**src/rtl/debounce_scan_arbiter.sv**
```systemverilog
// rtl/debounce_scan_arbiter.sv - shared-timer debouncer with round-robin scan and valid/ready event output
//
// Purpose:
//   One debounce timer serves Num_Inputs raw inputs. A rising edge on a
//   channel marks it pending. The arbiter grants the timer round-robin to one
//   pending channel at a time. After the debounce window the level is checked
//   again, and a confirmed press produces one event on a valid/ready handshake.
//
// Ports:
//   CLK          in   system clock, rising edge
//   Reset_N      in   asynchronous active-low reset
//   Signal_In    in   [Num_Inputs] raw levels, asynchronous to CLK
//   Event_Ready  in   consumer accepts the presented event
//   Event_Valid  out  event presented, held until accepted
//   Event_Id     out  [Id_Width] channel of the presented event
//   Busy         out  FSM not idle
//   Drop_Count   out  [8] saturating glitch-reject count
//                     (present only with DEBOUNCE_SCAN_DROP_COUNT_EN defined)

module debounce_scan_arbiter #(
  parameter int          Num_Inputs      = 4,
  parameter int          Id_Width        = 2,
  parameter logic [21:0] Debounce_Length = 22'd2500000
) (
  input  logic                  CLK,
  input  logic                  Reset_N,
  input  logic [Num_Inputs-1:0] Signal_In,
  input  logic                  Event_Ready,
  output logic                  Event_Valid,
  output logic [Id_Width-1:0]   Event_Id,
  output logic                  Busy
`ifdef DEBOUNCE_SCAN_DROP_COUNT_EN
  ,
  output logic [7:0]            Drop_Count
`endif
);

  typedef enum logic [1:0] {
    IDLE  = 2'd0,
    COUNT = 2'd1,
    EMIT  = 2'd2
  } state_t;

  // A zero-length window still needs one COUNT cycle to sample the level.
  localparam logic [21:0] LoadValue = (Debounce_Length == 22'd0) ? 22'd1 : Debounce_Length;

  logic [Num_Inputs-1:0] sync1, sync2, sync2_prev;
  logic [Num_Inputs-1:0] pending, held, pending_d;
  logic [Num_Inputs-1:0] rise, granted, grant_mask, accept_mask;
  logic [1:0]            settle;
  logic                  armed;

  state_t                state, state_d;
  logic [21:0]           timer, timer_d;
  logic [Id_Width-1:0]   grant, grant_d, rr_ptr, rr_ptr_d, pick;
  logic                  any_pending, grant_fire, accept;
  logic                  valid, valid_d;
  int                    scan_idx;

  // Synchronizers. Edge detection stays masked until the pipeline holds
  // three real samples after reset, so an input that is already high when
  // reset is released is not mistaken for a fresh press.
  always_ff @(posedge CLK or negedge Reset_N) begin
    if (!Reset_N) begin
      sync1      <= '0;
      sync2      <= '0;
      sync2_prev <= '0;
      settle     <= '0;
    end else begin
      sync1      <= Signal_In;
      sync2      <= sync1;
      sync2_prev <= sync2;
      if (!armed) settle <= settle + 2'd1;
    end
  end

  assign armed = (settle == 2'd3);
  assign rise  = sync2 & ~sync2_prev & {Num_Inputs{armed}};

  // Round-robin pick: walk downwards so the last hit is the lowest offset
  // from rr_ptr, i.e. the first pending channel at or after the pointer.
  always_comb begin
    pick        = '0;
    any_pending = 1'b0;
    scan_idx    = 0;
    for (int k = Num_Inputs - 1; k >= 0; k--) begin
      scan_idx = int'(rr_ptr) + k;
      if (scan_idx >= Num_Inputs) scan_idx = scan_idx - Num_Inputs;
      if (pending[scan_idx]) begin
        pick        = Id_Width'(scan_idx);
        any_pending = 1'b1;
      end
    end
  end

  always_ff @(posedge CLK or negedge Reset_N) begin
    if (!Reset_N) begin
      state  <= IDLE;
      timer  <= '0;
      grant  <= '0;
      rr_ptr <= '0;
      valid  <= 1'b0;
    end else begin
      state  <= state_d;
      timer  <= timer_d;
      grant  <= grant_d;
      rr_ptr <= rr_ptr_d;
      valid  <= valid_d;
    end
  end

  // Event_Valid is registered, so it rises one cycle after entering EMIT.
  always_comb begin
    state_d    = state;
    timer_d    = timer;
    grant_d    = grant;
    rr_ptr_d   = rr_ptr;
    valid_d    = valid;
    grant_fire = 1'b0;
    accept     = 1'b0;
    case (state)
      IDLE: begin
        if (any_pending) begin
          grant_fire = 1'b1;
          grant_d    = pick;
          rr_ptr_d   = (int'(pick) == Num_Inputs - 1) ? '0 : pick + Id_Width'(1);
          timer_d    = LoadValue;
          state_d    = COUNT;
        end
      end
      COUNT: begin
        if (timer == 22'd1) begin
          state_d = sync2[grant] ? EMIT : IDLE;
        end else begin
          timer_d = timer - 22'd1;
        end
      end
      EMIT: begin
        valid_d = 1'b1;
        if (valid && Event_Ready) begin
          accept  = 1'b1;
          valid_d = 1'b0;
          state_d = IDLE;
        end
      end
      default: state_d = IDLE;
    endcase
  end

  always_comb begin
    granted     = '0;
    grant_mask  = '0;
    accept_mask = '0;
    for (int i = 0; i < Num_Inputs; i++) begin
      granted[i]     = (state != IDLE) && (int'(grant) == i);
      grant_mask[i]  = grant_fire && (int'(pick) == i);
      accept_mask[i] = accept && (int'(grant) == i);
    end
  end

  // An edge only arms an idle, released, not-in-service channel; the grant
  // consumes the pending flag.
  assign pending_d = (pending & ~grant_mask) | (rise & ~held & ~granted & ~pending);

  always_ff @(posedge CLK or negedge Reset_N) begin
    if (!Reset_N) begin
      pending <= '0;
      held    <= '0;
    end else begin
      pending <= pending_d;
      held    <= (held | accept_mask) & sync2;
    end
  end

  assign Event_Valid = valid;
  assign Event_Id    = grant;
  assign Busy        = (state != IDLE);

`ifdef DEBOUNCE_SCAN_DROP_COUNT_EN
  logic       reject;
  logic [7:0] drops;

  assign reject = (state == COUNT) && (timer == 22'd1) && !sync2[grant];

  always_ff @(posedge CLK or negedge Reset_N) begin
    if (!Reset_N) begin
      drops <= '0;
    end else if (reject && (drops != 8'hFF)) begin
      drops <= drops + 8'd1;
    end
  end

  assign Drop_Count = drops;
`endif

endmodule

```
**config.mk**
```make
export PLATFORM = sky130hd
export DESIGN_NAME = debounce_scan_arbiter
export DESIGN_NICKNAME = d
export VERILOG_FILES = /design/src/rtl/debounce_scan_arbiter.sv
export SDC_FILE = /design/constraint.sdc
export NUM_CORES = 1
export LEC_CHECK = 0
export BUFFER_PORTS_ARGS = -buffer_cell sky130_fd_sc_hd__buf_2
export CAP_MARGIN = 25
export CORE_MARGIN = 3
export CORE_UTILIZATION = 55
export CTS_CLUSTER_SIZE = 30
export DETAILED_ROUTE_END_ITERATION = 6
export HOLD_SLACK_MARGIN = 0.02
export PLACE_DENSITY = 0.72
export SETUP_SLACK_MARGIN = 0.02
export SLEW_MARGIN = 0
export SYNTH_ARGS = -nofsm -noshare
export SYNTH_HDL_FRONTEND = slang
export SYNTH_SLANG_ARGS = --single-unit
```
**constraint.sdc**
```tcl
create_clock -name CLK -period 3.9 [get_ports CLK]
set_clock_uncertainty 0.1 [all_clocks]
set_input_delay 0.195 -clock CLK [delete_from_list [all_inputs] [get_ports CLK]]
set_output_delay 0.195 -clock CLK [all_outputs]
set_load 0.01 [all_outputs]
```
==> results.py, run 1 <==
metrics = {
    "synthesis": {
        "synth_edf_count": 0,
        "synth_most_common_cell": "dfrtp_1",
        "yosys.area.top_type_share": 0.527,
        "ys.flop_type": "dfrtp_1",
        "synthArstFlopShare": 1.00,
        "synth_nets": 237,
        "ys_top_cells_by_count": "dfrtp_1 (51), nand2_1 (22), nor2_1 (17)",
        "synth_top_area_cell": "dfrtp_1",
        "post_synth.cell_area_avg_sq_um": 10.9,
        "synth.area.top_cells": "dfrtp_1 (53%), ha_1 (3.6%), nand2_1 (3.4%), nor2_1 (2.6%), mux2i_1 (2.1%)",
        "ys_ff_latch": 51,
        "syn-cell-area_sq_um": 2420,
        "netlist_instances": 223,
        "yosysWarnings": 0,
        "ys_seq_area_frac": 0.527,
        "synth.lib_cells_used.distinct": 52,
    },
    "finish": {
        "num_antenna_cells": 0,
        "drive_gt1_frac": 0.121,
        "fin_nets": 253,
        "syn_to_final_growth_pct": 9.96,
        "final_cells": 290,
    },
    "timing": {
        "setup_tns_ns": 0,
        "finalCriticalPeriod_ns": 2.36,
        "timing.final.crit_share": 0.605,
        "grt_setup_unrepaired": "false",
        "slew_violations": 0,
        "hold_viol": 0,
        "worst_pin_slew_ns": 0.790,
        "slew_headroom": 0.466,
        "fin_ws_ns": 1.54,
        "setup_viol": 0,
        "timing.hold.ws_ns": 0.0850,
        "fmax_mhz": 424,
    },
    "clocking": {
        "clockRootBuffer": "clkbuf_8",
        "cts_tree": "yes",
        "worstSkewPairLatency_ns": 0.31,
        "htreeDepth": 2,
        "clockBufferDepth": 2,
        "cts_resized": 0,
        "cts_inserted_buffers": 5,
        "clk_transition_reported_paths_ns": 0.09,
        "cts_sinks": 51,
    },
    "power_and_ir_drop": {
        "power.density_nw_per_um2": 520,
        "ir_worst_vdd_mv": 0.332,
        "power_w": 0.00139,
        "leakagePower_nw": 1.11,
    },
    "global_route": {
        "grt_pass1_vias": 1846,
        "grt_usage": 0.206,
        "grt_overflow": 0,
        "grt_max_degree": 37,
        "grt_pass1_wl_mm": 8.47,
        "antenna_found_initial": 0,
    },
    "critical_path": {
        "slowest_delay_ns": 0.69,
        "arrival_ns": 2.45,
        "crit_required_ns": 4.00,
        "slowest_stage": "nor4b_1",
        "cp_max_fo": 10,
        "crit_type": "reg2reg",
        "cp-start-kind": "flip-flop",
        "crit_chain": "nor4b_1 -> nand3_1 -> or3_1 -> nand3b_4 -> mux2i_1",
        "cp-end-kind": "flip-flop",
    },
    "detailed_routing": {
        "drt-initial-drc-count": 87,
        "wl_per_cell_um": 16.6,
        "ant_nets": 0,
        "wirelength_mm": 4.82,
        "vias_per_cell": 6.16,
        "remaining_drc_errors": 0,
        "vias": 1785,
        "firstDrtPassIters": 4,
    },
    "die": {
        "die_area_sq_um": 5240,
        "die_h_um": 72.4,
        "start_util": 0.589,
        "core_sq_um": 4120,
        "rows": 23,
        "ios": 11,
        "die_x_um": 72.4,
    },
    "place": {
        "hpwl_mm": 3.46,
        "io_buffers": 10,
        "gp_congestion": 0.812,
        "pre_cts_slack_ns": 1.60,
        "dp_cells": 277,
    },
    "outcome": {
        "status": "finished clean",
    },
    "hold_path": {
        "hold_class": "in2reg",
    },
    "run": {
        "maxCapViolCount": 0,
    },
}
## metrics by stage
| stage | utilization | area [sq um] |
|---|---|---|
| global route | 0.648 | 2670 |
| detailed placement | 0.612 | 2520 |
| floorplan | - | 2420 |
| finish | 0.648 | 2670 |
| global placement | 0.607 | 2500 |
| CTS | 0.648 | 2670 |
## cells by family (layout without fill, tap and decap cells)
family | after synthesis | in the layout | share of synthesized area
muxes | 7 | 7 | 0.0346
and+or+nand+nor | 89 | 89 | 0.214
DFF | 51 | 51 | 0.527
adders and majority gates | 7 | 7 | 0.0361
buffers and inverters | 15 | 32 | 0.0279
AOI/OAI and AO/OA | 49 | 49 | 0.143
xor gates and xnor gates | 5 | 5 | 0.0181
## metal layers
layer,part of all wire,GRT usage,vias to the layer above,wire length [um]
li1,-,-,848,-
met1,0.49,0.288,900,2340
met2,0.47,0.322,31,2270
met3,0.032,0.0485,6,156
met4,0.011,0.0594,0,54
met5,0,0,-,0
## report_power, final
group,total (W),internal (W),switching (W)
sequential,0.000736,0.000618,0.000118
clock,0.000320,0.000132,0.000188
combinational,0.000331,0.000149,0.000182
## cell usage in the layout (no fill, tap or decap), types with 3 or more instances in the layout
master,Yosys,routed
ha_1,7,7
xnor2_1,5,5
nor4_1,4,4
dlygate4sd3_1,0,5
a41oi_1,4,4
nand3_1,9,9
o41ai_1,3,3
nor3_1,7,7
buf_2,0,10
inv_1,8,8
o21a_1,6,6
nand2_1,22,22
dfrtp_1,51,51
a31oi_1,4,4
nor2_1,17,17
or3_1,4,4
clkbuf_8,0,5
o21ai_0,4,4
a21oi_1,8,8
nand3b_1,4,4
nand2b_1,3,3
mux2i_1,5,5
## flip-flops by register name (all words and copies together), names as in the netlist
name and count:
sync1 4, timer 22, sync2_prev 4, Event_Id 2
held 4, pending 4, state 2, Event_Valid 1
rr_ptr 2, settle 2, sync2 4
## final cells by class
class / instances / area, sq um
Timing Repair Buffer: 16 / 120
Clock inverter: 3 / 27.5
Clock buffer: 5 / 68.8
Inverter: 8 / 30.0
Fill cell: 334 / 1450
Sequential cell: 51 / 1280
Tap cell: 50 / 62.6
Multi-Input combinational cell: 157 / 1080
## repair_timing
| item | CTS | global route |
|---|---|---|
| endpoints found under the hold margin | 19 | 0 |
| endpoints found under the setup margin | 0 | 0 |
| hold buffers | 5 | 0 |
| buffers inserted | 0 | 0 |
## final timing paths
check	start	end	slack, ns	depth (start not counted)
setup / recovery	state[0]$_DFFE_PN0P_	timer[15]$_DFFE_PN0P_	1.54	5
hold / removal	Event_Ready	state[1]$_DFFE_PN0P_	0.09	4
min in group asynchronous	Reset_N	held[1]$_DFF_PN0_	0.23	2
max in group asynchronous	Reset_N	state[0]$_DFFE_PN0P_	2.97	3
hold reg to reg	sync1[2]$_DFF_PN0_	sync2[2]$_DFF_PN0_	0.27	0
setup reg to reg	state[0]$_DFFE_PN0P_	timer[15]$_DFFE_PN0P_	1.54	5
## worst max-delay path, delay by kind of cell (launching register included)
family | cells | cell delay, ns
DFF | 1 | 0.52
and+or+nand+nor | 4 | 1.50
muxes | 1 | 0.12
Power figures use the tool's default switching activity.
==> inputs of run 2 (changes only) <==
clock period = 2.23 ns   (was 3.9 ns; I/O delays follow)
==> run 2 against run 1 <==
Compared with the run above: first-iteration DRC count is 11% lower; worst setup slack lost 1.5 ns; critical path depth unchanged; flip-flop and latch count unchanged; final area is 6.3% higher; sequential share of layout area shrank 2.9 points; largest power group unchanged; highest routed layer unchanged; count of clock-buffer cells in the layout unchanged; largest cell class unchanged; maximum frequency is 8.5% higher; total power increased by 81%.
==> results.py, run 2 (synthesis results as in run 1) <==
metrics = {
    "outcome": {
        "status": "finished clean",
    },
    "clocking": {
        "clockBufferDepth": 2,
        "cts_inserted_buffers": 5,
        "clk_transition_reported_paths_ns": 0.09,
        "cts_tree": "yes",
        "cts_sinks": 51,
        "clockRootBuffer": "clkbuf_8",
        "htreeDepth": 2,
        "worstSkewPairLatency_ns": 0.30,
    },
    "place": {
        "gp_congestion": 0.893,
        "hpwl_mm": 3.74,
        "pre_cts_slack_ns": -0.0250,
        "io_buffers": 10,
    },
    "detailed_routing": {
        "wirelength_mm": 5.16,
        "drt-initial-drc-count": 77,
        "firstDrtPassIters": 4,
        "ant_nets": 0,
        "remaining_drc_errors": 0,
        "vias_per_cell": 6.01,
        "wl_per_cell_um": 16.6,
        "vias": 1864,
    },
    "global_route": {
        "grt_overflow": 0,
        "grt_pass1_vias": 1868,
        "grt_use_met3": 0.0416,
        "use_met2": 0.368,
        "grt_usage": 0.218,
        "grt.busiest_layer": "met2",
        "grt_pass1_wl_mm": 8.71,
        "grt_max_degree": 27,
        "antenna_found_initial": 0,
        "use_met1": 0.273,
    },
    "timing": {
        "slew_violations": 0,
        "timing.final.crit_share": 0.974,
        "grt_setup_unrepaired": "true",
        "hold_viol": 0,
        "fin_ws_ns": 0.0574,
        "slew_headroom": 0.600,
        "worst_pin_slew_ns": 0.600,
        "fmax_mhz": 460,
        "timing.hold.ws_ns": 0.246,
        "finalCriticalPeriod_ns": 2.17,
        "setup_viol": 0,
    },
    "finish": {
        "syn_to_final_growth_pct": 16.9,
        "drive_gt1_frac": 0.200,
        "fin_nets": 274,
        "layout_common_cells": "dfrtp_1 (51), nand2_1 (22), buf_4 (21)",
        "final_util": 0.689,
        "num_antenna_cells": 0,
        "largest_reg_flops": 22,
        "layout_commonest_cell": "dfrtp_1",
        "regMostFlops": "timer",
    },
    "die": {
        "core_sq_um": 4120,
        "ios": 11,
        "die_h_um": 72.4,
        "start_util": 0.589,
        "rows": 23,
        "die_area_sq_um": 5240,
        "die_x_um": 72.4,
    },
    "critical_path": {
        "arrival_ns": 2.27,
        "rr_worst_depth": 5,
        "r2r-start": "timer[10]$_DFFE_PN0P_",
        "cp-end-kind": "flip-flop",
        "crit_required_ns": 2.32,
        "crit_type": "reg2reg",
        "r2r-end": "timer[20]$_DFFE_PN0P_",
        "r2r_setup_slack_ns": 0.06,
        "cp-start-kind": "flip-flop",
        "cp_max_fo": 5,
    },
    "run": {
        "maxCapViolCount": 0,
    },
    "power_and_ir_drop": {
        "switching_share": 0.341,
        "pwr-share-clk": 0.202,
        "power.density_nw_per_um2": 885,
        "p_sw_w": 0.000854,
        "ir_worst_vdd_mv": 0.702,
        "leakagePower_nw": 1.22,
        "p_int_w": 0.00165,
        "power_frac_comb": 0.297,
        "power_w": 0.00251,
        "seq_power_share": 0.501,
    },
    "hold_path": {
        "hold_class": "in2async",
    },
}
[run 2: cell type report]
type | instances | area, sq um
inverters | 8 | 30.0
multi-input cells | 157 | 1110
repair buffers | 37 | 268
fillers | 317 | 1280
flip-flops and latches | 51 | 1280
clock buffers | 5 | 68.8
clock inverters | 2 | 13.8
well taps | 50 | 62.6
[run 2: power by group through the flow]
| stage | Sequential (W) | Clock, W | Combinational (W) |
|---|---|---|---|
| after floorplan | 0.00123 | 0 | 0.000457 |
| after global placement | 0.00126 | 0 | 0.000638 |
| after detailed placement | 0.00127 | 0 | 0.000679 |
| after CTS | 0.00125 | 0.000527 | 0.000724 |
| after global routing | 0.00128 | 0.000565 | 0.000829 |
| final | 0.00126 | 0.000507 | 0.000744 |
[run 2: per-stage QoR]
stage / std cells / setup TNS, ns / area, sq um
after floorplan: 223 / 0 / 2420
after detailed placement: 294 / -0.0297 / 2630
after global placement: 294 / 0 / 2630
final: 310 / 0 / 2830
after global routing: 310 / -0.0142 / 2830
after CTS: 308 / 0 / 2800
[run 2: critical path, cell delays in order (launching register included)]
cell and delay, ns:
dfrtp_1 0.41, or4_4 0.57, or2_4 0.29, nor4_4 0.35, a211oi_1 0.14, a31o_1 0.21
[run 2: layer usage]
metal / up-vias / wire [um]
met4: 0 / 99
met2: 35 / 2620
met3: 11 / 155
met5: - / 0
li1: 891 / -
met1: 927 / 2280
[run 2: timing repair]
action / 4_1_cts / 5_1_grt
endpoints found under the hold margin: 29 / 0
buffers inserted: 1 / 2
hold buffers: 6 / 0
setup endpoints to repair: 4 / 15
resized for setup: 2 / 5
pin swaps: 0 / 1
cloned: 0 / 0
[run 2: how the worst max path moves through the flow]
stage	startpoint	endpoint	slack [ns]	cells after the start
after floorplan	timer[1]$_DFFE_PN0P_	timer[10]$_DFFE_PN0P_	0.12	8
after global placement	timer[1]$_DFFE_PN0P_	timer[10]$_DFFE_PN0P_	0.07	7
after detailed placement	timer[8]$_DFFE_PN0P_	timer[20]$_DFFE_PN0P_	-0.03	5
after CTS	timer[19]$_DFFE_PN0P_	timer[1]$_DFFE_PN0P_	0.02	5
after global routing	timer[8]$_DFFE_PN0P_	timer[15]$_DFFE_PN0P_	-0.008	5
final	timer[10]$_DFFE_PN0P_	timer[20]$_DFFE_PN0P_	0.06	5
==> inputs of run 3 (changes only) <==
CORE_UTILIZATION = 30   (was 55)
PLACE_DENSITY = 0.47   (was 0.72)
==> run 3 against run 2 <==
Compared with the run above: worst setup slack improved by 0.013 ns; utilization fell by 30 points; via count fell by 2.5%; worst hold slack improved by 0.016 ns; global-route usage fell by 9.4 points; count of clock-buffer cells in the layout did not move; first-iteration DRC count fell by 27%; die area rose by 75%; final area rose by 5.3%; wire length did not move; final cell count rose by 20%.
==> results.py, run 3 (synthesis results as in run 1) <==
metrics = {
    "clocking": {
        "clk_transition_reported_paths_ns": 0.11,
        "worstSkewPairLatency_ns": 0.31,
        "htreeDepth": 2,
        "cts_tree": "yes",
        "cts_sinks": 51,
        "clockRootBuffer": "clkbuf_8",
        "clockBufferDepth": 2,
        "cts_inserted_buffers": 5,
    },
    "finish": {
        "regMostFlops": "timer",
        "drive_gt1_frac": 0.236,
        "layout_commonest_cell": "dfrtp_1",
        "syn_to_final_growth_pct": 23.1,
        "layout_common_cells": "dfrtp_1 (51), buf_4 (30), nand2_1 (22)",
        "num_antenna_cells": 0,
        "largest_reg_flops": 22,
        "fill_cells": 783,
        "fin_nets": 284,
    },
    "power_and_ir_drop": {
        "p_sw_w": 0.000883,
        "p_int_w": 0.00168,
        "power.density_nw_per_um2": 859,
        "ir_worst_vdd_mv": 0.325,
        "seq_power_share": 0.477,
        "pwr-share-clk": 0.221,
        "power_frac_comb": 0.302,
        "power_w": 0.00256,
        "switching_share": 0.344,
        "leakagePower_nw": 1.27,
    },
    "die": {
        "die_h_um": 95.9,
        "start_util": 0.312,
        "ios": 11,
        "core_sq_um": 7770,
        "die_x_um": 95.9,
        "rows": 32,
        "die_area_sq_um": 9190,
    },
    "critical_path": {
        "arrival_ns": 2.30,
        "crit_type": "reg2reg",
        "startpoint": "timer[1]$_DFFE_PN0P_",
        "crit_required_ns": 2.37,
        "cp-end-kind": "flip-flop",
        "crit_chain": "inv_2 -> ha_1 -> nand2b_1 -> and4bb_2 -> a211o_1 -> or4b_4 -> nand3_1",
        "cp-start-kind": "flip-flop",
        "r2r-start": "timer[1]$_DFFE_PN0P_",
        "r2r_setup_slack_ns": 0.07,
        "slowest_delay_ns": 0.53,
        "critPathBufInv": 1,
        "cp_top_family": "simple AND/OR/NAND/NOR gates",
        "cp_max_fo": 5,
        "slowest_stage": "or4b_4",
    },
    "detailed_routing": {
        "wirelength_mm": 5.16,
        "drt-initial-drc-count": 56,
        "vias_per_cell": 4.87,
        "vias": 1818,
        "remaining_drc_errors": 0,
        "wl_per_cell_um": 13.8,
        "firstDrtPassIters": 4,
        "ant_nets": 0,
    },
    "run": {
        "maxCapViolCount": 0,
    },
    "global_route": {
        "grt_max_degree": 33,
        "antenna_found_initial": 0,
        "grt_usage": 0.124,
        "grt_pass1_vias": 1851,
        "grt_pass1_wl_mm": 8.91,
        "grt_overflow": 0,
    },
    "timing": {
        "finalCriticalPeriod_ns": 2.16,
        "worst_pin_slew_ns": 0.756,
        "timing.hold.ws_ns": 0.261,
        "slew_violations": 0,
        "hold_viol": 0,
        "slew_headroom": 0.496,
        "grt_setup_unrepaired": "true",
        "setup_viol": 0,
        "timing.final.crit_share": 0.968,
        "fin_ws_ns": 0.0706,
        "setup_tns_ns": 0,
        "fmax_mhz": 463,
    },
    "hold_path": {
        "min-delay-start": "sync1[2]$_DFF_PN0_",
        "hold_class": "reg2reg",
    },
    "place": {
        "hpwl_mm": 3.78,
        "gp_congestion": 0.745,
        "io_buffers": 10,
        "pre_cts_slack_ns": 0.0638,
    },
    "outcome": {
        "status": "finished clean",
    },
}
## run 3: final timing paths
kind                                              end  cells after the start
worst max-delay path            timer[10]$_DFFE_PN0P_                      7
worst min-delay path               sync2[2]$_DFF_PN0_                      0
worst max register to register  timer[10]$_DFFE_PN0P_                      7
worst min register to register     sync2[2]$_DFF_PN0_                      0
max in group asynchronous           held[2]$_DFF_PN0_                      3
min in group asynchronous        state[0]$_DFFE_PN0P_                      2
## run 3: layer usage
layer / up-vias / share of wire / GRT usage
met5: - / 0 / 0
met4: 0 / 0.013 / 0.0391
met3: 5 / 0.022 / 0.0250
met2: 15 / 0.49 / 0.206
met1: 887 / 0.48 / 0.163
li1: 911 / - / -
## run 3: cell type report
type | count | area [sq um] | area share
Sequential cell | 51 | 1280 | 0.428
Clock inverter | 3 | 26.3 | 0.00881
Timing Repair Buffer | 47 | 355 | 0.119
Tap cell | 102 | 128 | 0.0428
Multi-Input combinational cell | 157 | 1100 | 0.368
Inverter | 8 | 30.0 | 0.0101
Clock buffer | 5 | 68.8 | 0.0231
## run 3: metrics by stage
step / utilization / area (sq um) / instances
5_1_grt: 0.384 / 2980 / 373
3_5_place_dp: 0.360 / 2790 / 357
4_1_cts: 0.380 / 2950 / 371
2_1_floorplan: - / 2420 / 223
3_3_place_gp: 0.360 / 2790 / 357
6_report: 0.384 / 2980 / 373
## run 3: power by group through the flow
stage	sequential, W	combinational [W]	clock [W]
6_report	0.00122	0.000773	0.000568
5_1_grt	0.00125	0.000884	0.000632
4_1_cts	0.00122	0.000766	0.000587
3_5_place_dp	0.00124	0.000755	0
3_3_place_gp	0.00124	0.000744	0
2_1_floorplan	0.00123	0.000457	0
## run 3: repair_timing
| action | 4_1_cts | 5_1_grt |
|---|---|---|
| endpoints found under the setup margin | 0 | 4 |
| hold buffers | 6 | 0 |
| hold endpoints to repair | 35 | 0 |
| gates resized for setup | 0 | 6 |
| buffers inserted | 0 | 2 |
